[src/rtl/core_wb_load_queue.sv]
// core_wb_load_queue: in-order load queue that pairs memory responses with issued loads and formats writeback data.
module core_wb_load_queue #(
  parameter int XLEN = 64,
  parameter int DEPTH = 4,
  parameter int REG_ADDR_W = 5,
  localparam int OW = $clog2(XLEN / 8),
  localparam int PW = $clog2(DEPTH)
) (
  input  logic                  g_clk,
  input  logic                  g_reset,
  input  logic                  req_valid,
  output logic                  req_ready,
  input  logic [REG_ADDR_W-1:0] req_rd,
  input  logic [1:0]            req_size,
  input  logic                  req_sext,
  input  logic [OW-1:0]         req_offset,
  input  logic                  rsp_valid,
  input  logic                  rsp_err,
  input  logic [XLEN-1:0]       rsp_rdata,
  output logic                  wb_valid,
  input  logic                  wb_ready,
  output logic [REG_ADDR_W-1:0] wb_rd,
  output logic [XLEN-1:0]       wb_data,
  output logic                  wb_err,
  input  logic                  flush,
  output logic                  spurious,
  output logic [PW:0]           pending,
  output logic                  empty
);
  typedef enum logic [1:0] {FREE, WAIT, DONE} state_t;
  state_t                st     [DEPTH];
  logic [REG_ADDR_W-1:0] rd_q   [DEPTH];
  logic [1:0]            size_q [DEPTH];
  logic                  sext_q [DEPTH];
  logic [OW-1:0]         off_q  [DEPTH];
  logic [XLEN-1:0]       raw_q  [DEPTH];
  logic                  err_q  [DEPTH];
  logic [PW-1:0] head, tail, rptr;
  logic [PW:0] cnt, disc, nwait;
  logic [PW+1:0] disc_sum;
  logic spur_q, push, pop, rmatch, consumed, top;
  logic [1:0] sz;
  logic [6:0] nb;
  logic [XLEN-1:0] sh, mask, ext;
  assign req_ready = !g_reset && cnt < (PW+1)'(DEPTH) && !flush;
  assign push = req_valid && req_ready;
  assign wb_valid = !g_reset && !flush && st[head] == DONE;
  assign pop = wb_valid && wb_ready;
  assign consumed = rsp_valid && disc != '0;
  // rptr always sits on the oldest WAIT entry when one exists
  assign rmatch = rsp_valid && disc == '0 && st[rptr] == WAIT;
  always_comb begin
    nwait = '0;
    for (int i = 0; i < DEPTH; i++)
      nwait = nwait + (PW+1)'(st[i] == WAIT);
    disc_sum = (PW+2)'(disc) - (PW+2)'(consumed) + (PW+2)'(nwait) - (PW+2)'(rmatch);
  end
  always_comb begin
    sz = (XLEN == 32 && size_q[head] == 2'd3) ? 2'd2 : size_q[head];
    nb = 7'd8 << sz;
    sh = raw_q[head] >> {off_q[head], 3'b000};
    mask = ~({XLEN{1'b1}} << nb);
    top = |(sh & (XLEN'(1) << (nb - 7'd1)));
    ext = (sh & mask) | ({XLEN{sext_q[head] & top}} & ~mask);
  end
  assign wb_data = (g_reset || err_q[head]) ? '0 : (sz == 2'd3) ? raw_q[head] : ext;
  assign wb_rd = g_reset ? '0 : rd_q[head];
  assign wb_err = !g_reset && err_q[head];
  assign pending = g_reset ? '0 : cnt;
  assign empty = pending == '0;
  assign spurious = spur_q && !g_reset;
  always_ff @(posedge g_clk) begin
    if (g_reset) begin
      for (int i = 0; i < DEPTH; i++) st[i] <= FREE;
      head <= '0;
      tail <= '0;
      rptr <= '0;
      cnt <= '0;
      disc <= '0;
      spur_q <= 1'b0;
    end else begin
      spur_q <= rsp_valid && disc == '0 && !rmatch;
      if (flush) begin
        for (int i = 0; i < DEPTH; i++) st[i] <= FREE;
        head <= '0;
        tail <= '0;
        rptr <= '0;
        cnt <= '0;
        disc <= (disc_sum > (PW+2)'(DEPTH)) ? (PW+1)'(DEPTH) : disc_sum[PW:0];
      end else begin
        if (push) begin
          st[tail] <= WAIT;
          rd_q[tail] <= req_rd;
          size_q[tail] <= req_size;
          sext_q[tail] <= req_sext;
          off_q[tail] <= req_offset;
          tail <= tail + 1'b1;
        end
        if (rmatch) begin
          st[rptr] <= DONE;
          raw_q[rptr] <= rsp_rdata;
          err_q[rptr] <= rsp_err;
          rptr <= rptr + 1'b1;
        end
        if (pop) begin
          st[head] <= FREE;
          head <= head + 1'b1;
        end
        if (consumed) disc <= disc - (PW+1)'(1);
        cnt <= cnt + (PW+1)'(push) - (PW+1)'(pop);
      end
    end
  end
endmodule
[config.mk]
export PLATFORM = sky130hd
export DESIGN_NAME = core_wb_load_queue
export DESIGN_NICKNAME = d
export VERILOG_FILES = /design/src/rtl/core_wb_load_queue.sv
export SDC_FILE = /design/constraint.sdc
export NUM_CORES = 1
export LEC_CHECK = 0
export BUFFER_PORTS_ARGS = -buffer_cell sky130_fd_sc_hd__clkbuf_2
export CAP_MARGIN = 20
export CORE_MARGIN = 3
export CORE_UTILIZATION = 59
export CTS_CLUSTER_DIAMETER = 40
export CTS_CLUSTER_SIZE = 24
export DETAILED_ROUTE_END_ITERATION = 10
export HOLD_SLACK_MARGIN = 0.02
export PLACE_DENSITY = 0.8
export SETUP_SLACK_MARGIN = 0.1
export SYNTH_ARGS = -nofsm -noshare
export SYNTH_HDL_FRONTEND = slang
export SYNTH_SLANG_ARGS = --single-unit
[constraint.sdc]
create_clock -name g_clk -period 5.5 [get_ports g_clk]
set_input_delay 1.1 -clock g_clk [delete_from_list [all_inputs] [get_ports g_clk]]
set_output_delay 1.1 -clock g_clk [all_outputs]
set_load 0.1 [all_outputs]
Word-level counts from Yosys, hierarchy flattened:

Memories as Yosys holds them, arrays and structs flattened. A register that Yosys moved wholly into a read port is not among the register bits.
Cells that the tools add are included.

* bits in registers: 13
* latch bits: 0
* bits in writable memories: 312
* bits in read-only memories: 0
* output and inout bits: 77
* logic and storage cells: 128
* memories kept: 7

* add/sub/neg operators: 13
* multiply operators: 0
* divide/modulo/power cells: 0
* order comparisons: 2
* equal/unequal tests: 7
* shifts and indexed selects: 4
* mux-type cells: 53
* bitwise gates (word level): 11
* reductions and logical operators: 25

Memory list
* raw_q: words 4, width 64, read ports 1, clocked after Yosys merged registers in 1, wr ports 1, line 36 `logic [XLEN-1:0] raw_q [DEPTH];`
* rd_q: words 4, width 5, read ports 1, clocked after Yosys merged registers in 1, wr ports 1, line 32 `logic [REG_ADDR_W-1:0] rd_q [DEPTH];`
* off_q: words 4, width 3, read ports 1, clocked after Yosys merged registers in 1, wr ports 1, line 35 `logic [OW-1:0] off_q [DEPTH];`
* size_q: words 4, width 2, read ports 1, clocked after Yosys merged registers in 1, wr ports 1, line 33 `logic [1:0] size_q [DEPTH];`
* st: words 4, width 2, read ports 6, clocked after Yosys merged registers in 2, wr ports 4, line 31 `state_t st [DEPTH];`
* err_q: words 4, width 1, read ports 1, clocked after Yosys merged registers in 1, wr ports 1, line 37 `logic err_q [DEPTH];`
* +1 memories

Operators by type and width (number)
* bitwise AND 64 bit: 3
* two-way mux 64 bit: 2
* inverter 64 bit: 2
* OR 64 bit: 1
* OR reduction 64 bit: 1
* << shifter 1 x 7 -> 64 bit, first input constant: 1
* << shifter 64 x 7 -> 64 bit, first input constant: 1
* >> shifter 64 x 6 -> 64 bit: 1
* two-way mux 2 bit: 26
* two-way mux 1 bit: 20
* logical AND 1 bit: 12
* two-way mux 3 bit: 4
* == test 2 x 1 -> 1 bit, second input constant: 5
* OR reduction 2 bit: 4
* << shifter 4 x 2 -> 7 bit, first input constant: 1
* subtractor 7 x 1 -> 7 bit, second input constant: 1
* adder 2 x 1 -> 2 bit, second input constant: 3
* adder 3 x 1 -> 3 bit: 2
* zero test 3 bit: 2
* two-way mux 5 bit: 1
* adder 4 x 3 -> 4 bit: 1
* == test 2 bit, second input constant: 2
* > comparator 4 x 3 -> 1 bit, second input constant: 1
* OR 1 bit: 4
* 12 further kinds: 14

Longest topological paths before layout:

* word-level depth: 10
* mapped depth: 17
* depth with buffers taken out: 15

Worst setup path before layout:

No wires, ideal clock.

* path kind: input -> register
* start point: in g_reset
* end point: reg cnt[2]
* library setup time: 0.128 ns
* arrival: 5.275 ns
* required time: 5.372 ns
* slack: 0.097 ns
* stages: 13
* path buffers: 2
* cell sequence: or2_2 -> clkbuf_1 -> nor3_1 -> and2_1 -> buf_4 -> ha_1 -> inv_1 -> ha_1 -> inv_1 -> fa_1 -> xor2_1 -> xnor2_1 -> nor2_1

* elaborated cells on any way between the ends: 10
* those cells by class: 2 x add/sub; 8 x reduce/logical

RTL lines
* start: declaration: line 10 `input logic g_reset,`
* zero test 1 bit: line 47 `assign wb_valid = !g_reset && !flush && st[head] == DONE;`
* logical AND 1 bit (2 in series): line 47
* net wb_valid: line 20 `output logic wb_valid,`
* logical AND 1 bit: line 48 `assign pop = wb_valid && wb_ready;`
* net pop: line 41 `logic spur_q, push, pop, rmatch, consumed, top;`
* subtractor 3 x 1 -> 3 bit: line 110 `cnt <= cnt + (PW+1)'(push) - (PW+1)'(pop);`
* end signal: assignment: line 110
* end: declaration: line 39 `logic [PW:0] cnt, disc, nwait;`

The timed path passes the listed nets, and every way through them passes these cells.
A chain may end at the register's enable or synchronous reset.

==> metrics.cfg <==
[power]
ir_worst_vdd_mv=0.3014
p_leak_nw=6.293
cellPowerDensity_mw_per_mm2=315.4

[worst_setup_path]
cp_top_family=buffers and inverters
worst_setup_path_start_kind=flip-flop
critical_path_buf_inv_count=3
arrival_ps=3990
cpPeakStageDelay_ps=670
path_class=reg2out
path_max_fanout=34
cpMostUsedCell=buf_4
critical_path_required_ps=4400
critPathSlowestCell=dfxtp_4
worst_setup_path_end_kind=output pin
cp_cell_sequence=buf_4 -> buf_4 -> mux4_2 -> mux2_2 -> mux2i_1 -> nor2_1 -> a211oi_1 -> nor3_1 -> clkbuf_2

[flow_run]
cap_violations=0

[global_route]
antenna_found_initial=1
grt_pass1_wl_mm=54.14
grt_pass1_vias=9147
grt-ovfl-total=0
grtUsageTotal=0.2659
grt_start_max_net_pins=55

[clocking]
cts_buffers=37
post_cts_buffers=0
cts_tree=done
cts_root_buf=clkbuf_16
clk_path_buf_depth=3
cts_max_level=2
clock_latency_ps=520
cts_hold_repair.buffers=0
path_clk_slew_ps=60
cts.sinks=329
cts_resized=0

[detailed_routing]
ant_nets=0
wl_per_cell_um=24.62
drcViolationCount=0
drtIter0Drc=1081
vias_per_cell=6.301
first_pass_iters=5
vias=9080
wirelength_mm=35.47

[layout]
drive_gt1_frac=0.3262
area_growth_pct=20.21
multi_input_area_mm2=0.004858
finalInstanceArea_mm2=0.01790
nets=1198
final.fill_count=1486
layout.area.seq_mm2=0.009637
postLayoutCoreUtil=0.7295
finalNonFillerCells=1441

[sta]
fmax_mhz=196.5
finalHoldViolCount=0
grt_setup_unrepaired=false
maxSlewViolCount=0
worst_pin_slew_ps=1045
fin_skew_ps=17.04
relSlewSlack=0.3031
final.min_clock_period_ps=5089
finalCritPeriodShare=0.9254
setup_viol=0
tns_ps=0

[hold_path]
min_path_type=reg2reg

[synth]
yosysUniqueCellTypes=54
netlist_top_cells_area=edfxtp_1 (61%), mux4_2 (11%), mux2i_1 (3.5%)
ys_ff_latch=329
synthFlopType=edfxtp_1
synth-seq-area-share=0.6467
synth_edf_count=304
synthCells=935
avgSynthCellArea_um2=15.92
synth_area_mm2=0.01489
synthArstFlopShare=0
synth_top_area_frac=0.6131
syn-num-nets=1041
yosysTopAreaCell=edfxtp_1
ys_warn_count=0

[floorplan]
initial_core_util=0.6069
die_area_mm2=0.02718
io_pins=159
core_mm2=0.02453
die_h_um=164.9
dieWidth_um=164.9
row_count=57

[placement]
numPortBuffers=158
dp.cells=1377
placed_cell_area_mm2=0.01666
dp_hpwl_mm=23.71
place_congestion=0.8666

[status]
outcome=completed

==> worst paths after layout <==
kind	startpoint	end	slack [ps]	depth (start not counted)
max	flip-flop	wb_data[4]	410	9
min	tail[1]$_SDFFE_PP0P_	tail[1]$_SDFFE_PP0P_	550	2
max reg2reg	st[0][0]$_SDFFE_PP0P_	disc[1]$_SDFFE_PP0P_	1240	15
min reg2reg	tail[1]$_SDFFE_PP0P_	tail[1]$_SDFFE_PP0P_	550	2
==> state kept, by name (all words and copies together) (netlist names), named ones only <==
signal / flops
sext_q: 4
rptr: 2
raw_q: 256
disc: 3
off_q: 12
rd_q: 20
size_q: 8
head: 2
tail: 2
cnt: 3
st: 8
err_q: 4
spur_q: 1
==> cells in the mapped netlist (13+ instances only) <==
library cell / count
edfxtp_1: 304
nand2_1: 77
mux4_2: 74
mux2i_1: 52
nor2_1: 51
nand3_1: 38
mux2_2: 27
dfxtp_1: 25
o21ai_0: 24
clkbuf_1: 22
inv_1: 20
buf_2: 19
ha_1: 19
a21oi_1: 13
==> worst register-to-register path, stage by stage, from the launching register on <==
cell and delay (ps):
dfxtp_1 380, nor3b_1 280, a311oi_1 110, a21oi_1 220
nor3b_1 240, buf_4 190, fa_1 440, fa_1 550
inv_1 50, fa_1 440, fa_1 400, and2_1 180
a22o_1 200, o211a_1 240, a2bb2oi_1 160, nor2_1 50
==> per-stage QoR <==
| stage | power, mW | hold WS, ps | setup WS (ps) |
|---|---|---|---|
| 3_5_place_dp | 3.234 | 533.4 | 980.8 |
| 4_1_cts | 5.675 | 551.6 | 420.7 |
| 2_1_floorplan | 3.090 | 498.9 | 182.7 |
| 5_1_grt | 5.816 | 560.1 | 217.8 |
| 3_3_place_gp | 3.223 | 531.5 | 1027 |
| 6_report | 5.645 | 551.8 | 410.5 |
==> per-layer routing <==
layer | vias to the layer above | wire, um | track usage | share of wire
met1 | 4479 | 13840 | 0.3800 | 0.39
li1 | 4001 | - | - | -
met4 | 0 | 937 | 0.07587 | 0.026
met2 | 540 | 17040 | 0.4193 | 0.48
met3 | 60 | 3654 | 0.05894 | 0.10
met5 | - | 0 | 0 | 0
==> cells in the final DEF (no fill, tap or decap), types with 11 or more instances in the layout <==
cell type | synthesis | layout
a21oi_1 | 13 | 13
and2_1 | 12 | 12
buf_12 | 0 | 49
buf_4 | 5 | 20
clkbuf_16 | 0 | 37
clkbuf_2 | 0 | 110
dfxtp_1 | 25 | 23
edfxtp_1 | 304 | 304
ha_1 | 19 | 19
inv_1 | 20 | 20
mux2_2 | 27 | 27
mux2i_1 | 52 | 52
mux4_2 | 74 | 74
nand2_1 | 77 | 77
nand3_1 | 38 | 38
nor2_1 | 51 | 50
nor3_1 | 12 | 11
o21ai_0 | 24 | 24
==> cell type report <==
cell class / count / area share
Inverter: 20 / 0.004194
Antenna cell: 1 / 0.0001398
Clock buffer: 39 / 0.05215
Sequential cell: 329 / 0.5384
Clock inverter: 24 / 0.01706
Multi-Input combinational cell: 525 / 0.2714
Tap cell: 324 / 0.02265
Timing Repair Buffer: 179 / 0.09395
==> power by group <==
group	internal [mW]	total (mW)	switching, mW
clock network	1.42	2.46	1.03
registers	2.75	2.76	0.0115
logic	0.144	0.429	0.286
==> kinds of logic (layout without fill, tap and decap cells) <==
kind of cell	Yosys count	in the layout	share of synthesized area
compound gates	109	109	0.05387
fa+ha+maj	24	24	0.02269
buf+inv	81	262	0.02782
flops	329	329	0.6467
mux	156	156	0.1718
simple gates	230	230	0.07353
xor+xnor	6	6	0.003529
other cells	0	1	0
Note: power is estimated with default switching activity, not from simulation.
